### src/rtl/wallace_pkg.sv
// Shared definitions for the wallace arithmetic blocks: default width,
// divider FSM state encoding and the iteration-counter width helper.
package wallace_pkg;

   localparam int WIDTH_DEF = 8;

   typedef enum logic [1:0] {
      IDLE = 2'd0,
      CALC = 2'd1,
      DONE = 2'd2
   } div_state_e;

   // Counter must hold WIDTH-1; keep at least one bit for WIDTH==1.
   function automatic int cnt_width(input int w);
      return (w > 1) ? $clog2(w) : 1;
   endfunction

endpackage

### src/rtl/wallace_div_step.sv
// One combinational restoring-division step: shift the next dividend bit into
// the partial remainder and subtract the divisor when it fits.
module wallace_div_step #(
   parameter int WIDTH = 8
) (
   input  logic [WIDTH-1:0] rem_in,
   input  logic             next_bit,
   input  logic [WIDTH-1:0] divisor,
   output logic [WIDTH-1:0] rem_out,
   output logic             q_bit
);

   logic [WIDTH:0] trial;

   assign trial   = {rem_in, next_bit};
   assign q_bit   = (trial >= {1'b0, divisor});
   // rem_in < divisor holds every step, so the difference always fits WIDTH bits.
   assign rem_out = q_bit ? WIDTH'(trial - {1'b0, divisor}) : trial[WIDTH-1:0];

endmodule

### src/rtl/wallace_divider.sv
// Sequential restoring divider (2*WIDTH / WIDTH -> WIDTH quotient, remainder).
// DIV_REM_EN: when defined the remainder port carries the true remainder, else it is tied to 0.
module wallace_divider
   import wallace_pkg::*;
#(
   parameter int WIDTH = WIDTH_DEF
) (
   input  logic               clk,
   input  logic               rst_n,
   input  logic               in_valid,
   output logic               in_ready,
   input  logic [2*WIDTH-1:0] dividend,
   input  logic [WIDTH-1:0]   divisor,
   output logic               out_valid,
   input  logic               out_ready,
   output logic [WIDTH-1:0]   quotient,
   output logic [WIDTH-1:0]   remainder,
   output logic               div_by_zero,
   output logic               overflow
);

   localparam int CW = cnt_width(WIDTH);

   div_state_e       state_q, state_d;
   logic [CW-1:0]    cnt_q, cnt_d;
   logic [WIDTH-1:0] rem_q, rem_d;
   logic [WIDTH-1:0] lo_q, lo_d;
   logic [WIDTH-1:0] div_q, div_d;
   logic [WIDTH-1:0] quot_q, quot_d;
   logic             dbz_q, dbz_d;
   logic             ovf_q, ovf_d;
   logic [WIDTH-1:0] step_rem;
   logic             step_q;
`ifdef DIV_REM_EN
   logic [WIDTH-1:0] rem_res_q, rem_res_d;
`endif

   // lo_q shifts dividend bits out of the MSB while quotient bits enter at the LSB.
   wallace_div_step #(.WIDTH(WIDTH)) u_step (
      .rem_in  (rem_q),
      .next_bit(lo_q[WIDTH-1]),
      .divisor (div_q),
      .rem_out (step_rem),
      .q_bit   (step_q)
   );

   // NOTE: every always_comb output gets a default first so no latch is inferred.
   always_comb begin
      state_d = state_q;
      cnt_d   = cnt_q;
      rem_d   = rem_q;
      lo_d    = lo_q;
      div_d   = div_q;
      quot_d  = quot_q;
      dbz_d   = dbz_q;
      ovf_d   = ovf_q;
`ifdef DIV_REM_EN
      rem_res_d = rem_res_q;
`endif
      unique case (state_q)
         IDLE: begin
            if (in_valid) begin
               div_d = divisor;
               if (divisor == '0) begin
                  dbz_d   = 1'b1;
                  ovf_d   = 1'b0;
                  quot_d  = '1;
`ifdef DIV_REM_EN
                  rem_res_d = dividend[WIDTH-1:0];
`endif
                  state_d = DONE;
               end else if (dividend[2*WIDTH-1:WIDTH] >= divisor) begin
                  dbz_d   = 1'b0;
                  ovf_d   = 1'b1;
                  quot_d  = '1;
`ifdef DIV_REM_EN
                  rem_res_d = '0;
`endif
                  state_d = DONE;
               end else begin
                  rem_d   = dividend[2*WIDTH-1:WIDTH];
                  lo_d    = dividend[WIDTH-1:0];
                  cnt_d   = CW'(WIDTH - 1);
                  state_d = CALC;
               end
            end
         end
         CALC: begin
            rem_d = step_rem;
            lo_d  = {lo_q[WIDTH-2:0], step_q};
            cnt_d = cnt_q - CW'(1);
            if (cnt_q == '0) begin
               quot_d  = {lo_q[WIDTH-2:0], step_q};
               dbz_d   = 1'b0;
               ovf_d   = 1'b0;
`ifdef DIV_REM_EN
               rem_res_d = step_rem;
`endif
               state_d = DONE;
            end
         end
         DONE: begin
            if (out_ready) state_d = IDLE;
         end
         default: state_d = IDLE;
      endcase
   end

   // NOTE: state uses non-blocking assignments so all flops update together at the edge.
   always_ff @(posedge clk or negedge rst_n) begin
      if (!rst_n) begin
         state_q <= IDLE;
         cnt_q   <= '0;
         rem_q   <= '0;
         lo_q    <= '0;
         div_q   <= '0;
         quot_q  <= '0;
         dbz_q   <= 1'b0;
         ovf_q   <= 1'b0;
`ifdef DIV_REM_EN
         rem_res_q <= '0;
`endif
      end else begin
         state_q <= state_d;
         cnt_q   <= cnt_d;
         rem_q   <= rem_d;
         lo_q    <= lo_d;
         div_q   <= div_d;
         quot_q  <= quot_d;
         dbz_q   <= dbz_d;
         ovf_q   <= ovf_d;
`ifdef DIV_REM_EN
         rem_res_q <= rem_res_d;
`endif
      end
   end

   assign in_ready    = (state_q == IDLE);
   assign out_valid   = (state_q == DONE);
   assign quotient    = quot_q;
   assign div_by_zero = dbz_q;
   assign overflow    = ovf_q;
`ifdef DIV_REM_EN
   assign remainder   = rem_res_q;
`else
   assign remainder   = '0;
`endif

endmodule

### config.mk
export PLATFORM = sky130hd
export DESIGN_NAME = wallace_divider
export DESIGN_NICKNAME = d
export VERILOG_FILES = /design/src/rtl/wallace_pkg.sv /design/src/rtl/wallace_div_step.sv /design/src/rtl/wallace_divider.sv
export SDC_FILE = /design/constraint.sdc
export NUM_CORES = 1
export LEC_CHECK = 0
export ABC_AREA = 1
export BUFFER_PORTS_ARGS = -buffer_cell sky130_fd_sc_hd__buf_2
export CAP_MARGIN = 15
export CORE_MARGIN = 2
export CORE_UTILIZATION = 25
export CTS_CLUSTER_SIZE = 16
export DETAILED_ROUTE_END_ITERATION = 7
export PLACE_DENSITY_LB_ADDON = 0.05
export SLEW_MARGIN = 5
export SYNTH_ARGS = -nofsm -noshare
export SYNTH_HDL_FRONTEND = slang
export SYNTH_SLANG_ARGS = --single-unit
export TNS_END_PERCENT = 20
### constraint.sdc
create_clock -name clk -period 2.5 [get_ports clk]
set_clock_uncertainty 0.05 [all_clocks]
set_input_delay 0 -clock clk [delete_from_list [all_inputs] [get_ports clk]]
set_output_delay 0 -clock clk [all_outputs]
set_load 0.01 [all_outputs]
==> results of run 1 <==
## flip-flops by register name, indices dropped and copies added (netlist names)
register	cells
cnt_q	3
div_by_zero	1
div_q	8
lo_q	8
overflow	1
quotient	8
rem_q	8
state_q	2
## worst min path at each step
stage | endpoint | slack [ps] | depth (start not counted)
floorplan | cnt_q[0] | -350 | 0
detailed placement | div_q[1] | 180 | 1
finish | div_q[0] | 6 | 3
global placement | div_q[1] | 190 | 1
CTS | div_q[0] | 10 | 3
global route | lo_q[7] | 50 | 3
## layer usage
| metal | track usage | vias to the layer above | wire [microns] |
|---|---|---|---|
| li1 | - | 1223 | - |
| met1 | 0.2058 | 1078 | 4084 |
| met2 | 0.2108 | 33 | 3245 |
| met3 | 0.01940 | 7 | 179 |
| met4 | 0.03214 | 0 | 83 |
| met5 | 0 | - | 0 |
## cell usage in the layout, fill, tap and decap left out, drive strengths merged, types with 3 or more instances in the layout
cell type | netlist | layout
a21oi | 5 | 5
buf | 17 | 41
clkbuf | 1 | 6
conb | 1 | 8
dfrtp | 39 | 39
dlygate4sd3 | 0 | 16
ha | 18 | 18
inv | 43 | 43
nand2 | 117 | 117
nand3 | 29 | 29
nand3b | 7 | 7
nand4 | 11 | 11
nor2 | 26 | 26
nor3 | 3 | 3
o21ai | 18 | 18
o21bai | 8 | 8
xnor2 | 3 | 3
## area by class of cell
cell class,instances,area (sq um)
fillers,1238,7555
inverters,44,165.2
well taps,140,175.2
repair buffers,57,370.4
clock inverters,2,12.51
clock buffers,6,128.9
flip-flops and latches,39,975.9
multi-input cells,260,1553
## power breakdown
group / switching, mW / leakage, nW / internal, mW / total, mW
logic: 1.76 / 1.24 / 0.984 / 2.74
clock network: 0.276 / 0.0669 / 0.369 / 0.645
registers: 0.213 / 0.470 / 0.940 / 1.15
total: 2.25 / 1.77 / 2.29 / 4.54
## synth_stat cells, types with 2 or more instances
cell      number  area share
nand2_1      105        0.14
nand3_2       10       0.036
inv_2          7      0.0093
nand2_4        3       0.012
nand3_1       19       0.034
o21ai_0        8       0.014
nand4_1        9       0.020
nand2_2        8       0.018
nor2_4         3       0.012
a21boi_0       2      0.0053
nor2_1        20       0.027
nand3b_1       7       0.019
nor2_2         3      0.0067
o21bai_1       8       0.021
ha_1          18       0.080
nor3_1         2      0.0036
buf_8          2       0.011
a21oi_1        4      0.0071
inv_1         36       0.048
o21ai_2        9       0.028
xnor2_1        3      0.0093
buf_6          2      0.0080
dfrtp_1       39        0.35
buf_4         12       0.032
## kinds of logic after synthesis
family	synth area share
simple gates	0.3542
buf+inv	0.1123
flops	0.3462
compound gates	0.08611
fa+ha+maj	0.08700
xor+xnor	0.009323
other cells	0.001330
mux	0.003551
## repair_timing
item | in CTS | in global routing
hold buffers | 16 | 0
gates resized for setup | 0 | 0
endpoints found under the hold margin | 54 | 0
## worst reg2reg max path, delay by kind of cell, from the launching register on
kind	cells	cell delay, ps
simple gates	10	1100
fa+ha+maj	1	380
flops	1	410
==> metrics.md, run 1 <==
| Metric | Value |
|---|---|
| Starting density of the core | `0.2578` |
| Total power divided by cell area | `1344 nW/um^2` |
| CTS tree | `yes` |
| Total power | `4.543 mW` |
| FMAX | `0.4879 GHz` |
| RSZ-0062 raised after global routing | `no` |
| Max VDD drop | `0.0004693 V` |
| Largest net degree at the start of global routing | `40` |
| Pre-CTS WS | `475.3 ps` |
| Post-synth EDFFs | `0` |
| Die width | `110.2 microns` |
| Vias in the first global route | `2424` |
| CP bufs+invs | `3` |
| Row count | `38` |
| Final GP Congestion | `0.7555` |
| Required time of the critical path | `2630 ps` |
| Flop2flop setup slack | `470 ps` |
| Slew margin rel. | `0.3387` |
| Crit path DAT | `2180 ps` |
| Slew at the pin closest to its max-slew limit | `991.9 ps` |
| Unique masters post-synth | `39` |
| Total leakage power | `1.773 nW` |
| CTS Buf Count | `5` |
| ANT cells | `0` |
| Slowest stage cell, crit path | `dlygate4sd3_1` |
| Fin util | `0.3092` |
| CORE AREA | `10940 sq um` |
| DIE AREA | `12140 sq um` |
| Initial antenna violation count | `0` |
| Worst Hold Slack | `6.082 ps` |
| Stages on worst setup path | `13` |
| Worst Setup End Kind | `register` |
| IO Count | `48` |
| Slew Limit Fails | `0` |
| Post-CTS setup buffer count | `0` |
| Min-delay worst type | `in -> reg` |
| Syn Area/Cell | `7.963 sq um` |
| Half-perimeter wire length after placement | `5.600 mm` |
| Overall Global Routing Usage | `0.1383` |
| Clk root buf | `clkbuf_16` |
| Setup_tns | `0 ps` |
| Worst-path fanout max | `12` |
| Placement Cell Area | `3079 sq um` |
| Period minus WS final | `2050 ps` |
| Worst-Skew Late Latency | `280 ps` |
| WL per Instance | `13.86 microns` |
| Crit Path Category | `in -> reg` |
| Hold Startpoint | `divisor[0]` |
| Status | `finished clean` |
| Num Clock Sinks | `39` |
| Final hold vios | `0` |
| Crit path cell chain | `dlygate4sd3_1, buf_2, inv_1, ha_1, nand2_1, nor2_2, nand4_2, nand3_1, nor2_1, nand2_2, nand2_2, nand2_1, nand2_1` |
| Nets | `454` |
| Asr flop ratio synth | `1.000` |
| Worst r2r src | `rem_q[5]` |
| Worst Setup Start Kind | `primary input` |
| Via density | `4.272` |
| R2R depth | `11` |
| Port-buffer cells | `39` |
| Vias post-DR | `2341` |
| Top FF cell, synth | `dfrtp_1` |
| Reg-to-reg endpoint | `rem_q[3]` |
| Final instance area | `3381 sq um` |
| Max cap viols | `0` |
| Post-synthesis sequential area ratio | `0.3462` |
| Tcrit/Tclk final | `0.8198` |
| Htree depth | `2` |
| Crit. Startpoint | `divisor[7]` |
| GRT overflow | `0` |
| Critical Path Sink | `quotient[2]` |
| Area Growth Syn to Fin | `19.93%` |
| Mapped cell area | `2819 sq um` |
| Routed Antenna Nets | `0` |
| Max stage delay on crit path | `520 ps` |
| DRC Markers | `0` |
| Post-Layout Cell Count | `548` |
| #FFs+latches synth | `39` |
| Setup WS post-layout | `450.4 ps` |
| Die extent in y | `110.2 microns` |
| Post-Route WL | `7.593 mm` |
| Clock Tree Buf Depth | `2` |
| Dpl cells | `524` |
| DRT iter0 DRCs | `99` |
| Mapped Cells | `354` |
| Detailed-router iteration count before antenna repair | `4` |
| Crit path max-delay family | `simple AND/OR/NAND/NOR gates` |
| First-pass GRT wire length | `12.71 mm` |
| Most common cell on crit path | `nand2_1` |
| Final number of setup-violating endpoints | `0` |
| Yosys warning count | `0` |
| Worst-path clk slew | `60 ps` |
| Share of cells above drive strength 1 | `0.2402` |
No activity file was read; power rests on OpenSTA's default activity.
==> inputs of run 2 (changes only) <==
==> constraint.sdc (replaced) <==
create_clock -name clk -period 2.1 [get_ports clk]
set_clock_uncertainty 0.05 [all_clocks]
set_input_delay 0 -clock clk [delete_from_list [all_inputs] [get_ports clk]]
set_output_delay 0 -clock clk [all_outputs]
set_load 0.01 [all_outputs]
==> run 2 against run 1 <==
Wire length rose by 0.95%; utilization rose by 0.82 points; die area did not move; via count rose by 0.85%; sequential power rose by 19%; total power rose by 26%; combinational power rose by 25%; flip-flop and latch count did not move; final cell count rose by 1.1%; count of clock-buffer cells in the layout fell by 1; clock power rose by 39%; critical path type unchanged; highest routed layer unchanged.
==> metrics.md, run 2 (synthesis gave the netlist of run 1 again) <==
| Metric | Value |
|---|---|
| Die extent in y | `110.2 microns (unchanged)` |
| DRC Markers | `0 (unchanged)` |
| Most common cell on crit path | `nand2_4 (was nand2_1)` |
| First-pass GRT wire length | `12.59 mm (was 12.71 mm)` |
| Via density | `4.262 (was 4.272)` |
| Commonest non-fill, non-tap cell in the layout | `nand2_1 (unchanged)` |
| Detailed-router iteration count before antenna repair | `4 (unchanged)` |
| Crit path max-delay family | `simple AND/OR/NAND/NOR gates (unchanged)` |
| Int Pwr | `2.966 mW (was 2.294 mW)` |
| Share of cells above drive strength 1 | `0.2536 (was 0.2402)` |
| Slew margin rel. | `0.6264 (was 0.3387)` |
| Switch Pwr | `2.738 mW (was 2.249 mW)` |
| RSZ-0062 raised after global routing | `no (unchanged)` |
| CTS tree | `yes (unchanged)` |
| Hold Startpoint | `divisor[0] (unchanged)` |
| Required time of the critical path | `2200 ps (was 2630 ps)` |
| DIE AREA | `12140 sq um (unchanged)` |
| Clock power frac | `0.157 (was 0.142)` |
| Nets | `460 (was 454)` |
| Max stage delay on crit path | `520 ps (about the same)` |
| Total leakage power | `1.827 nW (was 1.773 nW)` |
| Largest net degree at the start of global routing | `40 (unchanged)` |
| R2R depth | `12 (was 11)` |
| Max VDD drop | `0.0004934 V (was 0.0004693 V)` |
| Clock Tree Buf Depth | `2 (unchanged)` |
| Flop2flop setup slack | `180 ps (was 470 ps)` |
| Clk root buf | `clkbuf_16 (unchanged)` |
| CP bufs+invs | `3 (unchanged)` |
| Combinational share of power | `0.602 (was 0.604)` |
| Reg-to-reg endpoint | `rem_q[5] (was rem_q[3])` |
| CTS Buf Count | `5 (unchanged)` |
| Most frequent cells in the layout | `nand2_1 (105), dfrtp_1 (39), buf_2 (39) (unchanged)` |
| Crit. Startpoint | `divisor[7] (unchanged)` |
| Worst-path fanout max | `27 (was 12)` |
| Max cap viols | `0 (unchanged)` |
| Final hold vios | `0 (unchanged)` |
| Crit Path Category | `in -> reg (unchanged)` |
| Tcrit/Tclk final | `0.9280` |
| Overall Global Routing Usage | `0.1364 (was 0.1383)` |
| Area Growth Syn to Fin | `23.12% (was 19.93%)` |
| Slowest stage cell, crit path | `dlygate4sd3_1 (unchanged)` |
| Routed Antenna Nets | `0 (unchanged)` |
| Sw Share | `0.4800 (was 0.4951)` |
| Slew Limit Fails | `0 (unchanged)` |
| Vias post-DR | `2361 (was 2341)` |
| CORE AREA | `10940 sq um (unchanged)` |
| Period minus WS final | `1949 ps` |
| Port-buffer cells | `39 (unchanged)` |
| Worst Setup Start Kind | `primary input (unchanged)` |
| Starting density of the core | `0.2578 (unchanged)` |
| ANT cells | `0 (unchanged)` |
| Worst Setup End Kind | `register (unchanged)` |
| Die width | `110.2 microns (unchanged)` |
| Hold path depth | `3 (unchanged)` |
| Vias in the first global route | `2424 (unchanged)` |
| Hold Path End | `div_q[0] (unchanged)` |
| GRT overflow | `0 (unchanged)` |
| WL per Instance | `13.84 microns (was 13.86 microns)` |
| Fin util | `0.3174 (was 0.3092)` |
| Worst-Skew Late Latency | `280 ps (about the same)` |
| Crit path DAT | `2040 ps (was 2180 ps)` |
| Htree depth | `2 (unchanged)` |
| Num Clock Sinks | `39 (unchanged)` |
| DRT iter0 DRCs | `126 (was 99)` |
| Worst r2r src | `rem_q[3] (was rem_q[5])` |
| Final number of setup-violating endpoints | `0 (unchanged)` |
| Worst-path clk slew | `60 ps (about the same)` |
| IO Count | `48 (unchanged)` |
| Post-Route WL | `7.665 mm (was 7.593 mm)` |
| Slew at the pin closest to its max-slew limit | `559.0 ps (was 991.9 ps)` |
| Min-delay worst type | `in -> reg (unchanged)` |
| Total power | `5.703 mW (was 4.543 mW)` |
| Area of the multi-input gates | `1558 sq um (was 1553 sq um)` |
| Crit path cell chain | `dlygate4sd3_1, buf_2, inv_1, ha_1, nand2_1, nor2_2, nand4_2, nand4_4, nand2_4, nand2_4, a21boi_0 (was dlygate4sd3_1, buf_2, inv_1, ha_1, nand2_1, nor2_2, nand4_2, nand3_1, nor2_1, nand2_2, nand2_2, nand2_1, nand2_1)` |
| Filler cell count | `1186 (was 1238)` |
| FF+latch area | `975.9 sq um (unchanged)` |
| Final GP Congestion | `0.7438 (was 0.7555)` |
| Status | `finished clean (unchanged)` |
| FMAX | `0.5131 GHz` |
| Initial antenna violation count | `0 (unchanged)` |
| Total power divided by cell area | `1643 nW/um^2 (was 1344 nW/um^2)` |
| Half-perimeter wire length after placement | `5.679 mm (was 5.600 mm)` |
| Setup_tns | `0 ps (unchanged)` |
| Seq pwr share | `0.240 (was 0.254)` |
| Row count | `38 (unchanged)` |
==> run 2: how the worst max path moves through the flow <==
stage                       end  slack (ps)  depth (start not counted)
floorplan              rem_q[7]         390                         10
global placement       rem_q[5]          90                         11
detailed placement     rem_q[7]         100                         11
CTS                    rem_q[7]          80                         11
global route        quotient[7]           3                         13
finish                 cnt_q[1]         150                         11
==> run 2: repair_timing <==
item                       4_1_cts  5_1_grt
hold buffers                    16        0
setup endpoints to repair        0       11
gates resized for setup          0        1
hold endpoints to repair        54        0
buffers inserted                 0        1
==> run 2: final cells by class <==
cell class | count | share of cell area
clock inverters | 3 | 0.01262
well taps | 140 | 0.05047
repair buffers | 63 | 0.1233
multi-input cells | 260 | 0.4488
flip-flops and latches | 39 | 0.2812
inverters | 44 | 0.04758
clock buffers | 5 | 0.03605
==> run 2: metrics by stage <==
stage | setup WS [ps] | std cells | hold WS [ps] | cell area [sq um]
4_1_cts | 84.50 | 553 | 14.64 | 3446
2_1_floorplan | 390.3 | 361 | -345.6 | 2845
3_3_place_gp | 94.20 | 529 | 75.77 | 3117
3_5_place_dp | 96.86 | 529 | 62.81 | 3117
5_1_grt | 2.694 | 554 | 27.49 | 3471
6_report | 151.2 | 554 | 5.732 | 3471
==> run 2: tightest hold or removal path, stage by stage <==
cell     delay [ps]
buf_2           110
inv_1            90
o21ai_0          90
==> run 2: power by group through the flow <==
stage / registers (mW) / clock network [mW] / logic [mW]
final: 1.37 / 0.898 / 3.43
after global routing: 1.42 / 0.952 / 3.92
after CTS: 1.37 / 0.932 / 3.40
after detailed placement: 1.38 / 0 / 3.36
after global placement: 1.38 / 0 / 3.39
after floorplan: 1.37 / 0 / 2.60
==> run 2: metal layers <==
layer / vias to the layer above / share of wire / global-route usage
met1: 1093 / 0.53 / 0.2026
met4: 0 / 0.0085 / 0.03214
met3: 5 / 0.025 / 0.02058
met5: - / 0 / 0
met2: 32 / 0.43 / 0.2068
li1: 1231 / - / -
